File: config.mk
export PLATFORM = sky130hd
export DESIGN_NAME = gemm_array_ctrl_flat
export DESIGN_NICKNAME = d
export VERILOG_FILES = /design/src/rtl/gemm_array_ctrl_if.sv /design/src/rtl/gemm_array_ctrl.sv /design/src/flat_wrapper.sv
export SDC_FILE = /design/constraint.sdc
export NUM_CORES = 1
export LEC_CHECK = 0
export ABC_AREA = 1
export BUFFER_PORTS_ARGS = -buffer_cell sky130_fd_sc_hd__clkbuf_2
export CORE_MARGIN = 2
export CORE_UTILIZATION = 59
export CTS_BUF_LIST = sky130_fd_sc_hd__clkbuf_4 sky130_fd_sc_hd__clkbuf_8
export DETAILED_ROUTE_END_ITERATION = 7
export GPL_ROUTABILITY_DRIVEN = 0
export PLACE_DENSITY = 0.85
export SYNTH_ARGS = -nofsm -noshare
export SYNTH_HDL_FRONTEND = slang
export SYNTH_SLANG_ARGS = --single-unit
File: constraint.sdc
create_clock -name clk -period 3.15 [get_ports clk]
set_input_delay 0.1575 -clock clk [delete_from_list [all_inputs] [get_ports clk]]
set_output_delay 0.1575 -clock clk [all_outputs]
set_load 0.05 [all_outputs]
File: src/rtl/gemm_array_ctrl_if.sv
// Command, operand-feed and result-drain signals of the GEMM array sequencer.
// master: the sequencer (gemm_array_ctrl). slave: the surrounding datapath
// and the command/result agent.
// Optional macro GEMM_ARRAY_CTRL_PERF_EN adds the perf_cycles counter output.
interface gemm_array_ctrl_if #(
  parameter int ARRAY_N = 4,
  parameter int K_W     = 8
);
  localparam int ROW_W = $clog2(ARRAY_N);

  // Command side
  logic                   start;
  logic [K_W-1:0]         k_len;
  logic                   busy;
  logic                   done;

  // Array control and operand-buffer feed
  logic                   pe_clear;
  logic [ARRAY_N-1:0]     feed_en;
  logic [ARRAY_N*K_W-1:0] feed_idx;

  // Result drain handshake
  logic                   c_valid;
  logic                   c_ready;
  logic [ROW_W-1:0]       c_row;

`ifdef GEMM_ARRAY_CTRL_PERF_EN
  logic [31:0]            perf_cycles;

  modport master (
    input  start, k_len, c_ready,
    output busy, done, pe_clear, feed_en, feed_idx, c_valid, c_row, perf_cycles
  );

  modport slave (
    output start, k_len, c_ready,
    input  busy, done, pe_clear, feed_en, feed_idx, c_valid, c_row, perf_cycles
  );
`else
  modport master (
    input  start, k_len, c_ready,
    output busy, done, pe_clear, feed_en, feed_idx, c_valid, c_row
  );

  modport slave (
    output start, k_len, c_ready,
    input  busy, done, pe_clear, feed_en, feed_idx, c_valid, c_row
  );
`endif

endinterface

File: src/rtl/gemm_array_ctrl.sv
// Sequencer for an ARRAY_N x ARRAY_N output-stationary systolic GEMM array.
// A start command clears the PE accumulators, walks a skewed operand feed
// across the rows/columns, waits for the wavefront to flush, drains one
// result row per valid/ready beat and pulses done.
// Optional macro GEMM_ARRAY_CTRL_PERF_EN adds a saturating busy-cycle counter.
module gemm_array_ctrl #(
  parameter int ARRAY_N = 4,
  parameter int K_W     = 8
) (
  input  logic              clk,
  input  logic              reset,
  gemm_array_ctrl_if.master bus
);

  // Cycle counter wide enough for K_max + ARRAY_N - 2 without wrapping.
  localparam int CNT_W = K_W + $clog2(ARRAY_N) + 1;
  localparam int ROW_W = $clog2(ARRAY_N);

  localparam logic [2:0] S_IDLE  = 3'd0;
  localparam logic [2:0] S_CLEAR = 3'd1;
  localparam logic [2:0] S_FEED  = 3'd2;
  localparam logic [2:0] S_FLUSH = 3'd3;
  localparam logic [2:0] S_DRAIN = 3'd4;
  localparam logic [2:0] S_DONE  = 3'd5;

  localparam logic [CNT_W-1:0] N_CNT    = CNT_W'(ARRAY_N);
  localparam logic [ROW_W-1:0] LAST_ROW = ROW_W'(ARRAY_N - 1);

  logic [2:0]       state_q, state_d;
  logic [K_W-1:0]   k_q,     k_d;
  logic [CNT_W-1:0] cnt_q,   cnt_d;
  logic [ROW_W-1:0] row_q,   row_d;

  logic             start_acc;
  logic [CNT_W-1:0] k_ext;
  logic [CNT_W-1:0] feed_last;
  logic [ARRAY_N-1:0]     feed_en_w;
  logic [ARRAY_N*K_W-1:0] feed_idx_w;

  // A start is taken only in IDLE and only for a non-empty inner dimension.
  assign start_acc = (state_q == S_IDLE) && bus.start && (bus.k_len != '0);

  // Last FEED value of t is K+ARRAY_N-2; K>=1 whenever FEED is active.
  assign k_ext     = CNT_W'(k_q);
  assign feed_last = k_ext + N_CNT - CNT_W'(2);

  // Next-state and counter update for the sequencing FSM.
  always_comb begin
    // NOTE: every always_comb output gets a default first so no path leaves it unassigned (no latch).
    state_d = state_q;
    k_d     = k_q;
    cnt_d   = cnt_q;
    row_d   = row_q;

    case (state_q)
      S_IDLE: begin
        if (start_acc) begin
          k_d     = bus.k_len;
          cnt_d   = '0;
          row_d   = '0;
          state_d = S_CLEAR;
        end
      end

      S_CLEAR: begin
        cnt_d   = '0;
        state_d = S_FEED;
      end

      S_FEED: begin
        if (cnt_q == feed_last) begin
          cnt_d   = '0;
          state_d = S_FLUSH;
        end else begin
          cnt_d = cnt_q + CNT_W'(1);
        end
      end

      S_FLUSH: begin
        if (cnt_q == N_CNT - CNT_W'(1)) begin
          cnt_d   = '0;
          row_d   = '0;
          state_d = S_DRAIN;
        end else begin
          cnt_d = cnt_q + CNT_W'(1);
        end
      end

      S_DRAIN: begin
        // c_ready only gates advancement; c_valid/c_row come from state.
        if (bus.c_ready) begin
          if (row_q == LAST_ROW) begin
            row_d   = '0;
            state_d = S_DONE;
          end else begin
            row_d = row_q + ROW_W'(1);
          end
        end
      end

      S_DONE: begin
        state_d = S_IDLE;
      end

      default: begin
        state_d = S_IDLE;
        cnt_d   = '0;
        row_d   = '0;
      end
    endcase
  end

  // State registers with synchronous active-high reset.
  always_ff @(posedge clk) begin
    // NOTE: sequential state uses non-blocking assignments so all flops update from pre-edge values.
    if (reset) begin
      state_q <= S_IDLE;
      k_q     <= '0;
      cnt_q   <= '0;
      row_q   <= '0;
    end else begin
      state_q <= state_d;
      k_q     <= k_d;
      cnt_q   <= cnt_d;
      row_q   <= row_d;
    end
  end

  // Skewed feed decode: row/column i is live for t in [i, i+K) with index t-i.
  always_comb begin
    feed_en_w  = '0;
    feed_idx_w = '0;
    if (state_q == S_FEED) begin
      for (int i = 0; i < ARRAY_N; i++) begin
        if ((cnt_q >= CNT_W'(i)) && (cnt_q < k_ext + CNT_W'(i))) begin
          feed_en_w[i]               = 1'b1;
          feed_idx_w[i*K_W +: K_W]   = K_W'(cnt_q - CNT_W'(i));
        end
      end
    end
  end

  // Outputs are decoded purely from registered state.
  assign bus.busy     = (state_q != S_IDLE);
  assign bus.done     = (state_q == S_DONE);
  assign bus.pe_clear = (state_q == S_CLEAR);
  assign bus.feed_en  = feed_en_w;
  assign bus.feed_idx = feed_idx_w;
  assign bus.c_valid  = (state_q == S_DRAIN);
  assign bus.c_row    = row_q;

`ifdef GEMM_ARRAY_CTRL_PERF_EN
  logic [31:0] perf_cycles_q, perf_cycles_d;

  // Busy-cycle counter: cleared on accept, saturating, held while idle.
  always_comb begin
    perf_cycles_d = perf_cycles_q;
    if (start_acc) begin
      perf_cycles_d = '0;
    end else if ((state_q != S_IDLE) && (perf_cycles_q != '1)) begin
      perf_cycles_d = perf_cycles_q + 32'd1;
    end
  end

  // Perf counter register.
  always_ff @(posedge clk) begin
    if (reset) begin
      perf_cycles_q <= '0;
    end else begin
      perf_cycles_q <= perf_cycles_d;
    end
  end

  assign bus.perf_cycles = perf_cycles_q;
`else
  // Perf counter not built: no port and no logic.
`endif

endmodule
File: src/flat_wrapper.sv
// flat-port wrapper written by rule: the top's interface ports become plain ports
module gemm_array_ctrl_flat 
#(
  parameter int ARRAY_N = 4,
  parameter int K_W     = 8
)
  (clk, reset, bus_start, bus_k_len, bus_c_ready, bus_busy, bus_done, bus_pe_clear, bus_feed_en, bus_feed_idx, bus_c_valid, bus_c_row);
  gemm_array_ctrl_if #(.ARRAY_N(ARRAY_N), .K_W(K_W)) bus_i ();
  input  logic clk;
  input  logic reset;
  input wire logic [$bits(bus_i.start)-1:0] bus_start;
  input wire logic [$bits(bus_i.k_len)-1:0] bus_k_len;
  input wire logic [$bits(bus_i.c_ready)-1:0] bus_c_ready;
  output wire logic [$bits(bus_i.busy)-1:0] bus_busy;
  output wire logic [$bits(bus_i.done)-1:0] bus_done;
  output wire logic [$bits(bus_i.pe_clear)-1:0] bus_pe_clear;
  output wire logic [$bits(bus_i.feed_en)-1:0] bus_feed_en;
  output wire logic [$bits(bus_i.feed_idx)-1:0] bus_feed_idx;
  output wire logic [$bits(bus_i.c_valid)-1:0] bus_c_valid;
  output wire logic [$bits(bus_i.c_row)-1:0] bus_c_row;
  assign bus_i.start = bus_start;
  assign bus_i.k_len = bus_k_len;
  assign bus_i.c_ready = bus_c_ready;
  assign bus_busy = bus_i.busy;
  assign bus_done = bus_i.done;
  assign bus_pe_clear = bus_i.pe_clear;
  assign bus_feed_en = bus_i.feed_en;
  assign bus_feed_idx = bus_i.feed_idx;
  assign bus_c_valid = bus_i.c_valid;
  assign bus_c_row = bus_i.c_row;
  gemm_array_ctrl #(.ARRAY_N(ARRAY_N), .K_W(K_W)) u_core (.clk(clk), .reset(reset), .bus(bus_i));
endmodule
==> results.md <==
* Status: complete, no violations
* Die Width at 77.6 µm
* Initial Utilization at 61.9%
* Register share of total power at 23.2%
* HP Class: in2reg
* Setup crit start: u_core.k_q[3]$_SDFFE_PP0P_
* Top-count cell post-synth: nand2_1
* Max clock buf depth at 2
* HPWL after detailed placement at 6.89 mm
* Clock Latency Late Sink at 0.28 ns
* Top cells by area, synth: ha_1 (19%), dfxtp_1 (15%), nand2_1 (14%)
* Post-synth EDFFs at 0
* Core Box Area at 5170 µm²
* Post-synth top area cell: ha_1
* Fin util at 75.7%
* DP Cell Count at 633
* Num CTS Buffers at 3
* Wire per inst at 15.0 µm
* Reg2reg start: u_core.k_q[1]$_SDFFE_PP0P_
* # rows at 26
* Layout area overhead at 22.3%
* Hold path depth at 3
* Sequential area share after synthesis at 15.0%
* Hold_sp: bus_k_len[5]
* Worst reg-to-reg path cell count at 14
* Sw Share at 51.7%
* Routed Wire Length at 9.75 mm
* Period utilisation layout at 98.1%
* Pre-CTS setup slack at -0.0113 ns
* Filler cells at 425
* Number of global-route vias before repair at 3427
* Setup crit start kind: flop
* Pint at 0.934 mW
* #FFs+latches synth at 24
* Syn nets at 579
* R2R setup slack at 0.64 ns
* FMAX at 0.323 GHz
* Syn Inst Count at 519
* Setup tns final at 0 ns
* Maximum vdd drop at 0.000663 V
* Dpl cell area at 3530 µm²
* Final instance area at 3910 µm²
* Data arrival, critical path at 2.93 ns
* Cell area after synthesis at 3200 µm²
* Largest net degree at the start of global routing at 18
* Clk_skew at 0.00286 ns
* Port bufs at 53
* Synth top area share at 18.8%
* Syn_area_per_cell at 6.16 µm²
* Die Height at 77.6 µm
* First-pass GRT wire length at 15.4 mm
* H-tree Lvls at 1
* Crit-path max FO at 8
* Share of cells above drive strength 1 at 22.8%
* Worst R2R End: u_core.cnt_q[9]$_SDFFE_PP0P_
* Vias/cell at 5.81
* Setup ws final at 0.0587 ns
* Comb power frac at 62.1%
* DRT Pass-1 Iters at 5
* Root buf cell: clkbuf_8
* Vias at 3772
* Worst-margin pin slew at 0.891 ns
* Final global-route overflow total at 0
* Worst-path clk slew at 0.09 ns
* Hold buffer count at cts at 0
* Max Cap Viol at 0
* Iteration-0 DRC count of the detailed router at 329
* CTS Sinks at 24
* Psw at 1.00 mW
* Total Power at 1.94 mW
* Initial antenna violation count at 0
* Asr flop ratio synth at 0%
* Fin. max-slew vios at 0
* DRC at 0
* CTS tree: done
* Clk network pwr share at 14.7%
* Crit end category: output pin
* Top FF cell, synth: dfxtp_1
* Worst Setup Path Type: reg2out
* Hold Path End: u_core.k_q[5]$_SDFFE_PP0P_
* Tot GR Track Use at 31.5%
* Setup violators final at 0
* Non-Filler Instances at 649
* WP data required at 2.99 ns
* I/O Pins at 54
* Number of distinct library cells after synthesis at 32
* Pwr/cell area at 494 nW/µm²
* Synth top cells by count: nand2_1 (120), nor2_1 (74), a21oi_1 (50), inv_1 (50), ha_1 (48)
* Leakage at 2.00 nW
* Rel. slew slack at 40.3%
* Final Hold Fails at 0
* # diodes at 0
* Period minus WS final at 3.09 ns
* NumNets Final at 640
* Die Footprint at 6030 µm²
* Synthesis Warnings at 0
* Hold WS at 0.179 ns
* ANT nets after route at 0
cell usage in the layout (no fill, tap or decap), drive strengths merged, types with 4 or more instances in the layout:
cell | Yosys | layout
xor2 | 23 | 23
buf | 9 | 32
nand2 | 129 | 129
dfxtp | 24 | 24
nor3 | 15 | 15
nand4 | 6 | 6
nor4 | 4 | 4
clkbuf | 6 | 41
ha | 48 | 48
o21ai | 23 | 23
inv | 52 | 51
nand3 | 34 | 35
nor2 | 79 | 79
a21oi | 50 | 50
xnor2 | 4 | 4
flip-flops by register name, summed over array words and instances, names as in the netlist:
| signal | cells |
|---|---|
| u_core.bus.c_row | 2 |
| u_core.state_q | 3 |
| u_core.k_q | 8 |
| u_core.cnt_q | 11 |
logic make-up (layout without fill, tap and decap cells):
kind of cell / count (synthesis) / after routing / synth area share (%)
AND/OR/NAND/NOR: 271 / 272 / 37.1
adder cells (fa/ha/maj): 48 / 48 / 18.8
buffers and inverters: 70 / 129 / 8.84
XOR/XNOR: 27 / 27 / 7.39
AO/OA/AOI/OAI: 79 / 79 / 12.9
flip-flops: 24 / 24 / 15.0
metal layers:
layer | wire [µm] | up-vias | track usage (%) | part of all wire (%)
met5 | 0 | - | 0 | 0
met4 | 418 | 0 | 15.9 | 4.3
met3 | 781 | 42 | 3.95 | 8.0
met2 | 4620 | 226 | 55.3 | 47
met1 | 3930 | 1678 | 37.3 | 40
li1 | - | 1826 | - | -
power by group through the flow:
stage          Combinational [mW]  Sequential [mW]  Clock (mW)
2_1_floorplan               0.874            0.408           0
3_3_place_gp                 1.04            0.434           0
3_5_place_dp                 1.08            0.439           0
4_1_cts                      1.11            0.436       0.284
5_1_grt                      1.34            0.456       0.292
6_report                     1.20            0.449       0.285
what timing repair did:
action                     in CTS  in global routing
resized for setup              14                 84
setup buffers                   4                  7
setup endpoints to repair      27                 27
cloned                          1                  0
pin swaps                       3                  8
worst max path at each step:
stage and end:
2_1_floorplan bus_feed_idx[24], 3_3_place_gp bus_feed_idx[11], 3_5_place_dp bus_feed_idx[27], 4_1_cts bus_feed_idx[12]
5_1_grt bus_feed_idx[12], 6_report bus_feed_idx[12]
area by class of cell:
type                    instances  area, µm²  area share (%)
well taps                      70       87.6            2.24
inverters                      55        210            5.37
flip-flops and latches         24        494            12.6
clock inverters                 1       30.0           0.767
multi-input cells             426       2570            65.6
repair buffers                 70        483            12.3
clock buffers                   3       41.3            1.05
critical path, stage by stage (launching register included):
cell and delay [ns]:
dfxtp_2 0.36, buf_6 0.14, nand2_2 0.10, nor2_4 0.16
nand2_1 0.11, xor2_2 0.16, nand2_1 0.07, o21ai_0 0.08
ha_1 0.29, nand3_1 0.12, inv_1 0.07, a211oi_2 0.23
buf_4 0.19, nand3_4 0.17, nor2_2 0.19, buf_6 0.18
(Power assumes the default switching activity.)
